--- src/rtl/mdu_iterative.sv ---
// Iterative RV32M multiply/divide unit: one shift-add or restoring shift-subtract
// step per cycle over 32 cycles, with registered write-back controls.
module mdu_iterative #(
  parameter int XLEN  = 32,
  parameter int CNT_W = 5
) (
  input  logic            clk,
  input  logic            rst,
  input  logic            start,
  input  logic            kill,
  input  logic [2:0]      funct3,
  input  logic [XLEN-1:0] op_a,
  input  logic [XLEN-1:0] op_b,
  input  logic [4:0]      rd_addr,
  output logic            busy,
  output logic            done,
  output logic [XLEN-1:0] result,
  output logic [4:0]      wb_reg,
  output logic            wb_en
);

  typedef enum logic [1:0] {
    S_IDLE,
    S_CALC,
    S_DONE
  } state_t;

  state_t state, state_n;

  logic [CNT_W-1:0]  cnt;
  logic [2:0]        op_q;
  logic [4:0]        rd_q;
  logic              sign_a, sign_b;
  logic [2*XLEN-1:0] acc;
  logic [XLEN-1:0]   opnd;

  logic              signed_a, signed_b, neg_a, neg_b;
  logic [XLEN-1:0]   mag_a, mag_b;
  logic [XLEN:0]     mul_sum, div_shift, div_diff;
  logic [2*XLEN-1:0] mul_next, div_next, prod_s;
  logic [XLEN-1:0]   quo, rem, res_fix;
  logic              div_zero;

  assign busy = (state != S_IDLE);

  always_ff @(posedge clk or negedge rst) begin
    if (!rst) state <= S_IDLE;
    else      state <= state_n;
  end

  always_comb begin
    state_n = state;
    case (state)
      S_IDLE:  if (start && !kill) state_n = S_CALC;
      S_CALC: begin
        if (kill)                                 state_n = S_IDLE;
        else if (cnt == CNT_W'(XLEN - 1))         state_n = S_DONE;
      end
      S_DONE:  state_n = S_IDLE;
      default: state_n = S_IDLE;
    endcase
  end

  // Operand conditioning at capture: signed operands become magnitudes.
  always_comb begin
    signed_a = funct3 inside {3'b001, 3'b010, 3'b100, 3'b110};
    signed_b = funct3 inside {3'b001, 3'b100, 3'b110};
    neg_a    = signed_a & op_a[XLEN-1];
    neg_b    = signed_b & op_b[XLEN-1];
    mag_a    = neg_a ? -op_a : op_a;
    mag_b    = neg_b ? -op_b : op_b;
  end

  // acc holds {product_hi, multiplier/product_lo} for multiply and
  // {remainder, dividend/quotient} for divide; opnd is the fixed operand.
  always_comb begin
    mul_sum   = {1'b0, acc[2*XLEN-1:XLEN]} + (acc[0] ? {1'b0, opnd} : '0);
    mul_next  = {mul_sum, acc[XLEN-1:1]};
    div_shift = acc[2*XLEN-1:XLEN-1];
    div_diff  = div_shift - {1'b0, opnd};
    if (div_diff[XLEN]) div_next = {div_shift[XLEN-1:0], acc[XLEN-2:0], 1'b0};
    else                div_next = {div_diff[XLEN-1:0], acc[XLEN-2:0], 1'b1};
  end

  always_comb begin
    prod_s   = (sign_a ^ sign_b) ? -acc : acc;
    quo      = acc[XLEN-1:0];
    rem      = acc[2*XLEN-1:XLEN];
    div_zero = (opnd == '0);
    res_fix  = '0;
    case (op_q)
      3'b000:         res_fix = prod_s[XLEN-1:0];
      3'b001, 3'b010,
      3'b011:         res_fix = prod_s[2*XLEN-1:XLEN];
      3'b100, 3'b101: res_fix = div_zero ? '1 : ((sign_a ^ sign_b) ? -quo : quo);
      // With a zero divisor the remainder is the dividend magnitude, so this
      // sign fix-up reproduces the original op_a.
      default:        res_fix = sign_a ? -rem : rem;
    endcase
  end

  always_ff @(posedge clk or negedge rst) begin
    if (!rst) begin
      cnt    <= '0;
      op_q   <= '0;
      rd_q   <= '0;
      sign_a <= 1'b0;
      sign_b <= 1'b0;
      acc    <= '0;
      opnd   <= '0;
      done   <= 1'b0;
      result <= '0;
      wb_reg <= '0;
      wb_en  <= 1'b0;
    end else begin
      done   <= 1'b0;
      result <= '0;
      wb_reg <= '0;
      wb_en  <= 1'b0;
      case (state)
        S_IDLE: begin
          if (start && !kill) begin
            op_q   <= funct3;
            rd_q   <= rd_addr;
            sign_a <= neg_a;
            sign_b <= neg_b;
            acc    <= {{XLEN{1'b0}}, (funct3[2] ? mag_a : mag_b)};
            opnd   <= funct3[2] ? mag_b : mag_a;
            cnt    <= '0;
          end
        end
        S_CALC: begin
          acc <= op_q[2] ? div_next : mul_next;
          cnt <= cnt + CNT_W'(1);
        end
        S_DONE: begin
          done   <= 1'b1;
          result <= res_fix;
          wb_reg <= rd_q;
          wb_en  <= (rd_q != 5'd0);
        end
        default: ;
      endcase
    end
  end

endmodule
--- config.mk ---
export PLATFORM = sky130hd
export DESIGN_NAME = mdu_iterative
export DESIGN_NICKNAME = d
export VERILOG_FILES = /design/src/rtl/mdu_iterative.sv
export SDC_FILE = /design/constraint.sdc
export NUM_CORES = 1
export LEC_CHECK = 0
export ABC_AREA = 1
export BUFFER_PORTS_ARGS = -buffer_cell sky130_fd_sc_hd__buf_4
export CORE_MARGIN = 1.5
export CORE_UTILIZATION = 25
export DETAILED_ROUTE_END_ITERATION = 12
export PLACE_DENSITY_LB_ADDON = 0.05
export SKIP_CTS_REPAIR_TIMING = 1
export SLEW_MARGIN = 10
export SYNTH_ARGS = -nofsm -noshare
export SYNTH_HDL_FRONTEND = slang
export SYNTH_SLANG_ARGS = --single-unit
--- constraint.sdc ---
create_clock -name clk -period 3.6 [get_ports clk]
set_clock_uncertainty 0.05 [all_clocks]
set_input_delay 0.36 -clock clk [delete_from_list [all_inputs] [get_ports clk]]
set_output_delay 0.36 -clock clk [all_outputs]
set_load 0.02 [all_outputs]
==> results.yml, run 1 <==
layout:
  drive_gt1_share_pct: 8.23
  area_growth_pct: 14.9
  layout.nets: 3355
  regMostFlops: "acc"
  reg_top3: "acc: 64 flops, opnd: 32 flops, result: 32 flops"
  diodes: 0
  fin_area_um2: 20300
  largest_reg_flops: 64
synth:
  synth_cell_type_count: 54
  yosys.area_share.simple_pct: 42.1
  synth-xor-area-share_pct: 3.12
  synthFlopType: "dfrtp_1"
  synth_top_family_by_area: "simple AND/OR/NAND/NOR gates"
  ys_warn_count: 0
  netlist_area_um2: 17700
  ys_seq_elements: 152
  avgSynthCellArea_um2: 5.67
  synth_fa_ha_area_share_pct: 5.19
  syn_inst: 3116
  synth-edff-count: 0
  async_flop_share_pct: 100
  synth_compound_area_share_pct: 15.8
  synth_nets: 3264
  synth_mux_area_share_pct: 0
  yosysSeqAreaShare_pct: 21.5
timing:
  setup_viol: 0
  post-route-period-util_pct: 88.0
  maxSlewViolCount: 0
  max_freq_mhz: 316
  post-route-min-period_ns: 3.17
  max_slew.worst_pin.slew_ns: 1.06
  final_hold_viol_count: 0
  slew_headroom_pct: 28.8
  setup_tns_ns: 0
  grt_setup_unrepaired: "false"
global_route:
  first_global_vias: 19800
  track_usage_pct: 25.3
  grt_pass1_wl_um: 132000
  antenna_found_initial: 0
  grt_util_met1_pct: 36.1
  gr-total-overflow: 0
  grt_start_max_net_pins: 91
  grt_most_used_layer: "met2"
  grtUsageMet3_pct: 3.68
  met2_usage_pct: 38.4
detailed_routing:
  vias: 20700
  wire_per_inst_um: 21.9
  wl_um: 91000
  first_pass_iters: 5
  vias_per_cell: 4.99
  ant_nets: 0
  dr.first_iter.drc_count: 1962
  drc_errors: 0
worst_setup_path:
  cp_max_fo: 13
  cp_cell_sequence: "ha_1 -> nand2_1 -> nor2_1 -> nand2_1 -> nor2_2 -> nand2_4 -> nand2_4 -> nand2_4 -> nand2_4 -> buf_4 -> nand3_1 -> nand3_1 -> nand2_1 -> nand2_1"
  startpoint: "acc[57]$_DFFE_PN0P_"
  critPathCaptureType: "register"
  rrSetupSlack_ns: 0.43
  r2r_cells: 14
  startpoint_type: "register"
  slowest_delay_ns: 0.63
  cpMaxStageDelayCell: "dfrtp_1"
  critPathArrivalTime_ns: 3.56
  criticalPathCategory: "reg -> reg"
  rr_startpoint: "acc[57]$_DFFE_PN0P_"
  cp-endpoint: "acc[57]$_DFFE_PN0P_"
  cp_data_required_time_ns: 3.99
  rr_endpoint: "acc[57]$_DFFE_PN0P_"
pwr:
  peakVddDrop_mv: 0.375
  p_leak_nw: 10.5
  p_per_area_nw_per_um2: 738
place:
  hpwl_um: 74400
  gp_congestion: 0.917
  port-buffer-count: 115
  place_area_um2: 19700
job:
  cap_violations: 0
cts:
  cts_tree: "yes"
  cts_buffers: 17
  cts-htree-levels: 4
  clkSlewWorstSetupHoldPaths_ns: 0.09
  clock-sinks: 152
  cts_buffer_depth: 2
  clockRootBuffer: "clkbuf_16"
  clk_latency_ns: 0.50
die:
  fp.dieH_um: 269
  io_pins: 116
  start_util_pct: 25.2
  die-area_um2: 72200
  dieWidth_um: 269
  fp.coreArea_um2: 70000
  row_count: 97
status:
  status: "complete, no violations"
min_path:
  hp-class: "in -> reg"
==> logic make-up (layout without fill, tap and decap cells) <==
logic type                 count (synthesis)  count (layout)
AOI/OAI and AO/OA                        507             507
xor gates and xnor gates                  63              63
adders and majority gates                 72              72
buffers and inverters                    557             661
DFF                                      152             152
and+or+nand+nor                         1765            1765
==> where the power goes <==
group | leakage (nW) | total (mW) | internal [mW] | switching, mW
Combinational | 8.28 | 10.2 | 3.03 | 7.19
Clock | 0.273 | 1.88 | 0.913 | 0.965
Sequential | 1.94 | 2.88 | 2.09 | 0.796
Total | 10.5 | 15.0 | 6.03 | 8.95
==> cell type report <==
class	instances	area, um2
Tap cell	940	1180
Fill cell	8075	49700
Timing Repair Buffer	177	1360
Sequential cell	152	3800
Clock buffer	18	429
Multi-Input combinational cell	2407	11700
Inverter	452	1700
Clock inverter	14	130
==> cells in the final DEF, fill, tap and decap left out, types with 14 or more instances in the layout <==
cell,count
inv_1,436
o211ai_1,27
nand3_1,308
nand3b_1,18
buf_4,172
nor2_1,345
nor3_1,32
ha_1,70
nand2_1,969
o221ai_1,14
o21ai_1,19
xor2_1,47
o21ai_0,192
clkbuf_16,17
dfrtp_1,151
nand4_1,37
xnor2_1,16
a21oi_1,207
==> worst min path at each step <==
stage / to / depth (start not counted) / startpoint / slack (ns)
after global routing: rd_q[4]$_DFFE_PN0P_ / 3 / rd_addr[4] / 0.005
after floorplan: acc[0]$_DFFE_PN0P_ / 0 / rst / 0.01
after CTS: result[24]$_DFF_PN0_ / 1 / rst / -0.14
final: rd_q[4]$_DFFE_PN0P_ / 3 / rd_addr[4] / 0.01
after detailed placement: result[26]$_DFF_PN0_ / 1 / rst / 0.39
after global placement: result[24]$_DFF_PN0_ / 1 / rst / 0.39
==> synth_stat cells (6+ instances only) <==
cell type	number	area, um2
nor2_1	348	1310
inv_1	436	1640
nand3b_1	18	135
a21oi_1	207	1040
nand2_1	970	3640
nand2_2	8	50.1
xor2_1	47	412
nand4_1	37	231
nand3_1	308	1540
or2_2	6	37.5
xnor2_1	16	140
nor3_1	32	160
nor2_2	10	62.6
o21bai_1	12	90.1
ha_1	70	876
buf_1	16	60.1
a31oi_1	10	62.6
dfrtp_1	152	3800
o21ai_1	19	95.1
o221ai_1	14	123
o211ai_1	27	203
a22oi_1	6	45.0
buf_2	21	105
o21ai_0	192	961
inv_2	11	41.3
clkbuf_1	54	203
==> metal layers <==
layer / part of all wire [%] / vias to the layer above / wire, um
met1: 48 / 9798 / 43900
met3: 5.5 / 91 / 5040
met2: 43 / 646 / 39200
met5: 0 / - / 0
li1: - / 10200 / -
met4: 3.2 / 0 / 2880
==> stage by stage <==
step	instances	util [%]	hold WS [ns]	setup slack (ns)	total power [mW]
floorplan	3116	-	0.0144	1.22	9.19
global placement	4126	28.2	0.388	0.427	13.0
detailed placement	4126	28.2	0.395	0.466	12.9
CTS	4158	29.0	-0.145	0.447	14.9
global route	4160	29.0	0.00537	0.239	16.2
finish	4160	29.0	0.0130	0.432	15.0
==> critical path: cells and delay by family (launching register included) <==
family	cells	cell delay, ns
and+or+nand+nor	12	1.63
DFF	1	0.63
adders and majority gates	1	0.52
buffers and inverters	1	0.26
No activity file was read; power rests on OpenSTA's default activity.
==> inputs of run 2 (changes only) <==
--- a/config.mk
+++ b/config.mk
@@ -11,6 +11,7 @@
 export CORE_UTILIZATION = 25
 export DETAILED_ROUTE_END_ITERATION = 12
 export PLACE_DENSITY_LB_ADDON = 0.05
+export RECOVER_POWER = 50
 export SKIP_CTS_REPAIR_TIMING = 1
 export SLEW_MARGIN = 10
 export SYNTH_ARGS = -nofsm -noshare
==> run 2 against run 1 <==
The run now ends with capacitance limit, slew limit left. Cell area is 0.46% lower. Flip-flop and latch count unchanged. Combinational power about the same. Fmax rose by 1.1%. Final cell count unchanged. First-iteration DRC count shrank 4.4%. Critical endpoint unchanged. Largest cell class unchanged. Largest power group unchanged.
==> results.yml, run 2 (synthesized netlist as in run 1, its figures left out) <==
status:
  status: "finished with violations"
  violations: "capacitance limit, slew limit"
worst_setup_path:
  critPathArrivalTime_ns: 3.48
  r2r_cells: 16
  criticalPathCategory: "reg -> reg"
  critPathCaptureType: "register"
  cp_max_fo: 13
  startpoint_type: "register"
  cp_data_required_time_ns: 3.95
layout:
  final_cell_mix: "970 x nand2_1, 436 x inv_1, 346 x nor2_1, 308 x nand3_1, 207 x a21oi_1"
  multi_input_area_um2: 11700
  nFillCells: 8090
  ff_latch_area_um2: 3800
  final_common_cell: "nand2_1"
  fin_cells: 4160
  layout.nets: 3355
  regMostFlops: "acc"
  reg_top3: "acc: 64 flops, opnd: 32 flops, result: 32 flops"
  drive_gt1_share_pct: 7.61
  largest_reg_flops: 64
  area_growth_pct: 14.4
  diodes: 0
  fin_area_um2: 20200
place:
  hpwl_um: 74400
  place_area_um2: 19700
  placed_cells: 4126
  gp_congestion: 0.917
  port-buffer-count: 115
cts:
  cts_buffers: 17
  clkSlewWorstSetupHoldPaths_ns: 0.08
  clock-sinks: 152
  clockRootBuffer: "clkbuf_16"
  cts_buffer_depth: 2
  clk_latency_ns: 0.50
  cts_tree: "yes"
  cts-htree-levels: 4
timing:
  max_freq_mhz: 319
  post-route-min-period_ns: 3.13
  post-route-period-util_pct: 87.0
  maxSlewViolCount: 74
  setup_viol: 0
  setup_tns_ns: 0
  max_slew.worst_pin.slew_ns: 2.01
  holdWs_ns: 0.0108
  grt_setup_unrepaired: "false"
  slew_headroom_pct: -34.0
  final_hold_viol_count: 0
detailed_routing:
  first_pass_iters: 6
  ant_nets: 0
  vias_per_cell: 4.97
  drc_errors: 0
  wl_met3_um: 5350
  wl_met1_um: 43600
  dr.max_layer_used: "met4"
  met2_length_um: 39100
  vias: 20700
  dr.first_iter.drc_count: 1875
  wire_per_inst_um: 21.9
  wl_um: 91000
pwr:
  finalPower_mw: 15.0
  peakVddDrop_mv: 0.374
  p_leak_nw: 10.4
  p_per_area_nw_per_um2: 740
min_path:
  hold_depth: 3
  hp-class: "in -> reg"
die:
  io_pins: 116
  die-area_um2: 72200
  fp.coreArea_um2: 70000
  row_count: 97
  fp.dieH_um: 269
  start_util_pct: 25.2
  dieWidth_um: 269
global_route:
  grt_start_max_net_pins: 91
  track_usage_pct: 25.3
  grt_pass1_wl_um: 132000
  antenna_found_initial: 0
  first_global_vias: 19800
  gr-total-overflow: 0
job:
  cap_violations: 1
run 2: cell types whose count changed in the layout (fill, tap and decap cells not counted):
cell and change:
buf_12 -1, buf_4 -18, buf_6 -1, clkbuf_1 +18
clkbuf_2 +2, nand2_1 +1, nand2_2 -1, nor2_1 +1
nor2_2 -1
run 2: path summary, 6_finish.rpt:
| check | end | slack [ns] | from |
|---|---|---|---|
| max in group asynchronous | acc[54]$_DFFE_PN0P_ | 0.85 | rst |
| worst min register to register | cnt[3]$_DFFE_PN0P_ | 0.42 | cnt[3]$_DFFE_PN0P_ |
| worst min-delay path | rd_q[3]$_DFFE_PN0P_ | 0.01 | rd_addr[3] |
| worst max register to register | acc[57]$_DFFE_PN0P_ | 0.47 | acc[57]$_DFFE_PN0P_ |
| worst max-delay path | acc[57]$_DFFE_PN0P_ | 0.47 | acc[57]$_DFFE_PN0P_ |
| min in group asynchronous | result[24]$_DFF_PN0_ | 0.89 | rst |
run 2: cell type report:
| class | count | area share (%) |
|---|---|---|
| Clock buffer | 18 | 2.12 |
| Multi-Input combinational cell | 2407 | 57.9 |
| Timing Repair Buffer | 177 | 6.31 |
| Sequential cell | 152 | 18.8 |
| Clock inverter | 14 | 0.644 |
| Tap cell | 940 | 5.82 |
| Inverter | 452 | 8.40 |
run 2: power by group:
part | internal [mW] | leakage, nW | switching, mW | total (mW)
Combinational | 3.03 | 8.20 | 7.16 | 10.2
Clock | 0.913 | 0.273 | 0.966 | 1.88
Sequential | 2.09 | 1.94 | 0.794 | 2.88
Total | 6.03 | 10.4 | 8.92 | 15.0
run 2: per-stage QoR:
stage	setup WS, ns	utilization [%]
2_1_floorplan	1.22	-
3_3_place_gp	0.427	28.2
3_5_place_dp	0.466	28.2
4_1_cts	0.447	29.0
5_1_grt	0.239	28.8
6_report	0.467	28.8
run 2: worst max-delay path, stage by stage, from the launching register on:
cell and delay, ns:
dfrtp_1 0.75, ha_1 0.41, nand2_1 0.16, inv_2 0.04, nand2_1 0.07, nand2_1 0.05, nand2_1 0.06, nand2_1 0.12
a21oi_4 0.24, nand2_4 0.09, nand2_4 0.07, nand2_4 0.17, buf_4 0.25, nand3_1 0.14, nand3_1 0.17, nand2_1 0.13
nand2_1 0.06
run 2: routing by layer:
layer  global-route usage [%]  up-vias
met5                        0        -
met4                     8.72        0
met1                     36.1     9732
met3                     3.68       92
met2                     38.4      672
li1                         -    10200
==> inputs of run 3 (changes only) <==
--- a/config.mk
+++ b/config.mk
@@ -5,7 +5,6 @@
 export SDC_FILE = /design/constraint.sdc
 export NUM_CORES = 1
 export LEC_CHECK = 0
-export ABC_AREA = 1
 export BUFFER_PORTS_ARGS = -buffer_cell sky130_fd_sc_hd__buf_4
 export CORE_MARGIN = 1.5
 export CORE_UTILIZATION = 25
==> run 3 against run 2 <==
Clock-buffer cell count is 3 higher. Clock power grew 9%. Via count fell by 28%. The run ends with capacitance limit, slew limit, setup timing left. Critical path depth decreased by 5. Critical endpoint is now result[28]$_DFF_PN0_. Wire length fell by 27%. Synthesized cell count down 40%. Critical path type unchanged. Synthesized area fell by 18%. Total power decreased by 3.5%. Global-route usage shrank 3.0 points. Setup slack worse by 0.50 ns.
==> results.yml, run 3 <==
timing:
  final_hold_viol_count: 0
  maxSlewViolCount: 79
  setup_ws_ns: -0.0368
  max_freq_mhz: 275
  grt_setup_unrepaired: "true"
  post-route-min-period_ns: 3.64
  post-route-period-util_pct: 101
  setup_tns_ns: -0.0583
  slew_headroom_pct: -57.7
  max_slew.worst_pin.slew_ns: 2.37
  setup_viol: 2
worst_setup_path:
  worst-path-stages: 11
  cpMaxStageDelayCell: "or4_4"
  worst-path-buf-inv: 1
  critPathCaptureType: "register"
  slowest_delay_ns: 0.50
  rr_startpoint: "acc[32]$_DFFE_PN0P_"
  cp_max_fo: 4
  criticalPathCategory: "reg -> reg"
  startpoint: "acc[32]$_DFFE_PN0P_"
  startpoint_type: "register"
  rrSetupSlack_ns: -0.04
  cp_cell_sequence: "inv_4 -> ha_4 -> or3b_4 -> or3_4 -> or4_4 -> or4_4 -> nor4b_4 -> a31oi_1 -> xor2_1 -> a221oi_1 -> a211oi_1"
  cp_top_family: "simple AND/OR/NAND/NOR gates"
  critPathArrivalTime_ns: 3.92
  r2r_cells: 11
  crit_top_cell: "or4_4"
  cp_data_required_time_ns: 3.88
cts:
  clkSlewWorstSetupHoldPaths_ns: 0.07
  cts-htree-levels: 4
  cts_buffers: 17
  clockRootBuffer: "clkbuf_16"
  cts_buffer_depth: 2
  clock-sinks: 152
  cts_tree: "yes"
  clk_latency_ns: 0.50
die:
  start_util_pct: 25.2
  die-area_um2: 59500
  io_pins: 116
  dieWidth_um: 244
  row_count: 88
  fp.dieH_um: 244
  fp.coreArea_um2: 57500
place:
  place_area_um2: 17200
  gp_congestion: 0.874
  port-buffer-count: 115
  place_ws_ns: -0.0452
  hpwl_um: 52500
synth:
  ys_seq_elements: 152
  netlist_area_um2: 14500
  ys_warn_count: 0
  synth.top_cell.area_share_pct: 26.2
  async_flop_share_pct: 100
  synth_cell_type_count: 71
  synth-edff-count: 0
  syn_inst: 1855
  synth_area_leaders: "dfrtp_1 26%, xnor2_1 6.6%, ha_1 6.0%, xor2_1 5.4%, nand2_1 5.0%"
  avgSynthCellArea_um2: 7.82
  synth_common_cells: "193 x nand2_1, 152 x dfrtp_1, 143 x nor2_1, 141 x o21ai_0, 139 x a21oi_1"
  synthFlopType: "dfrtp_1"
  synth_top_cell_by_area: "dfrtp_1"
  synth_nets: 2003
  synth_most_common_cell: "nand2_1"
  yosysSeqAreaShare_pct: 26.2
layout:
  drive_gt1_share_pct: 16.3
  final_util_pct: 31.0
  reg_top3: "acc: 64 flops, opnd: 32 flops, result: 32 flops"
  final_cell_mix: "245 x buf_4, 193 x nand2_1, 149 x dfrtp_1, 139 x nor2_1"
  largest_reg_flops: 64
  layout.nets: 2178
  regMostFlops: "acc"
  area_growth_pct: 22.9
  diodes: 0
  fin_area_um2: 17800
  nFillCells: 6315
  final_common_cell: "buf_4"
min_path:
  hp-class: "in -> reg"
  holdCritStartpoint: "rd_addr[2]"
  hold_depth: 3
global_route:
  antenna_found_initial: 0
  first_global_vias: 14500
  track_usage_pct: 22.3
  gr-total-overflow: 0
  grt_pass1_wl_um: 98500
  grt_start_max_net_pins: 79
detailed_routing:
  vias_per_cell: 5.29
  wire_per_inst_um: 23.6
  first_pass_iters: 6
  dr.first_iter.drc_count: 1127
  vias: 14900
  drc_errors: 0
  ant_nets: 0
  wl_um: 66200
pwr:
  peakVddDrop_mv: 0.424
  p_leak_nw: 7.71
  p_per_area_nw_per_um2: 809
status:
  violations: "capacitance limit, slew limit, setup timing"
  status: "finished with violations"
job:
  cap_violations: 1
run 3: cell count changes after synthesis, moves of 70 or more:
cell	before	now
a211oi_1	0	72
clkbuf_1	54	124
inv_1	436	58
nand2_1	970	193
nand3_1	308	26
nor2_1	348	143
xnor2_1	16	110
run 3: path summary, 6_finish.rpt:
check / end
worst max-delay path: result[28]$_DFF_PN0_
worst min-delay path: rd_q[2]$_DFFE_PN0P_
worst max register to register: result[28]$_DFF_PN0_
worst min register to register: opnd[10]$_DFFE_PN0P_
max in group asynchronous: acc[28]$_DFFE_PN0P_
min in group asynchronous: acc[50]$_DFFE_PN0P_
run 3: logic make-up (layout without fill, tap and decap cells):
family	Yosys count	count (layout)	share of synthesized area, %
compound gates	598	598	26.8
xor+xnor	200	200	12.1
fa+ha+maj	72	72	6.32
buf+inv	199	387	5.28
flops	152	152	26.2
mux	63	63	4.36
simple gates	571	571	19.0
run 3: where the power goes:
part | switching [mW] | internal [mW]
clock | 0.885 | 1.16
combinational | 5.77 | 4.00
sequential | 0.497 | 2.12
run 3: per-stage QoR:
step | total power, mW | hold slack [ns] | std cells
floorplan | 8.40 | 0.0144 | 1855
global placement | 12.2 | 0.421 | 2767
detailed placement | 12.2 | 0.421 | 2767
CTS | 14.3 | -0.108 | 2799
global route | 15.4 | 0.00115 | 2808
finish | 14.4 | 0.00126 | 2808
run 3: worst min-delay path, delay by kind of cell:
family / cells / cell delay, ns
and+or+nand+nor: 2 / 0.08
buffers and inverters: 1 / 0.08
run 3: metal layers:
metal	global-route usage [%]	up-vias	routed length (um)
met3	2.83	35	2590
met1	32.1	7368	32800
li1	-	7108	-
met5	0	-	0
met2	35.1	339	29800
met4	5.19	0	970
run 3: layout make-up:
cell class,instances,area [um2],share of cell area (%)
clock buffers,21,470,2.64
clock inverters,11,159,0.892
inverters,59,226,1.27
multi-input cells,1504,10100,56.5
flip-flops and latches,152,3810,21.4
well taps,765,957,5.37
repair buffers,296,2130,12.0
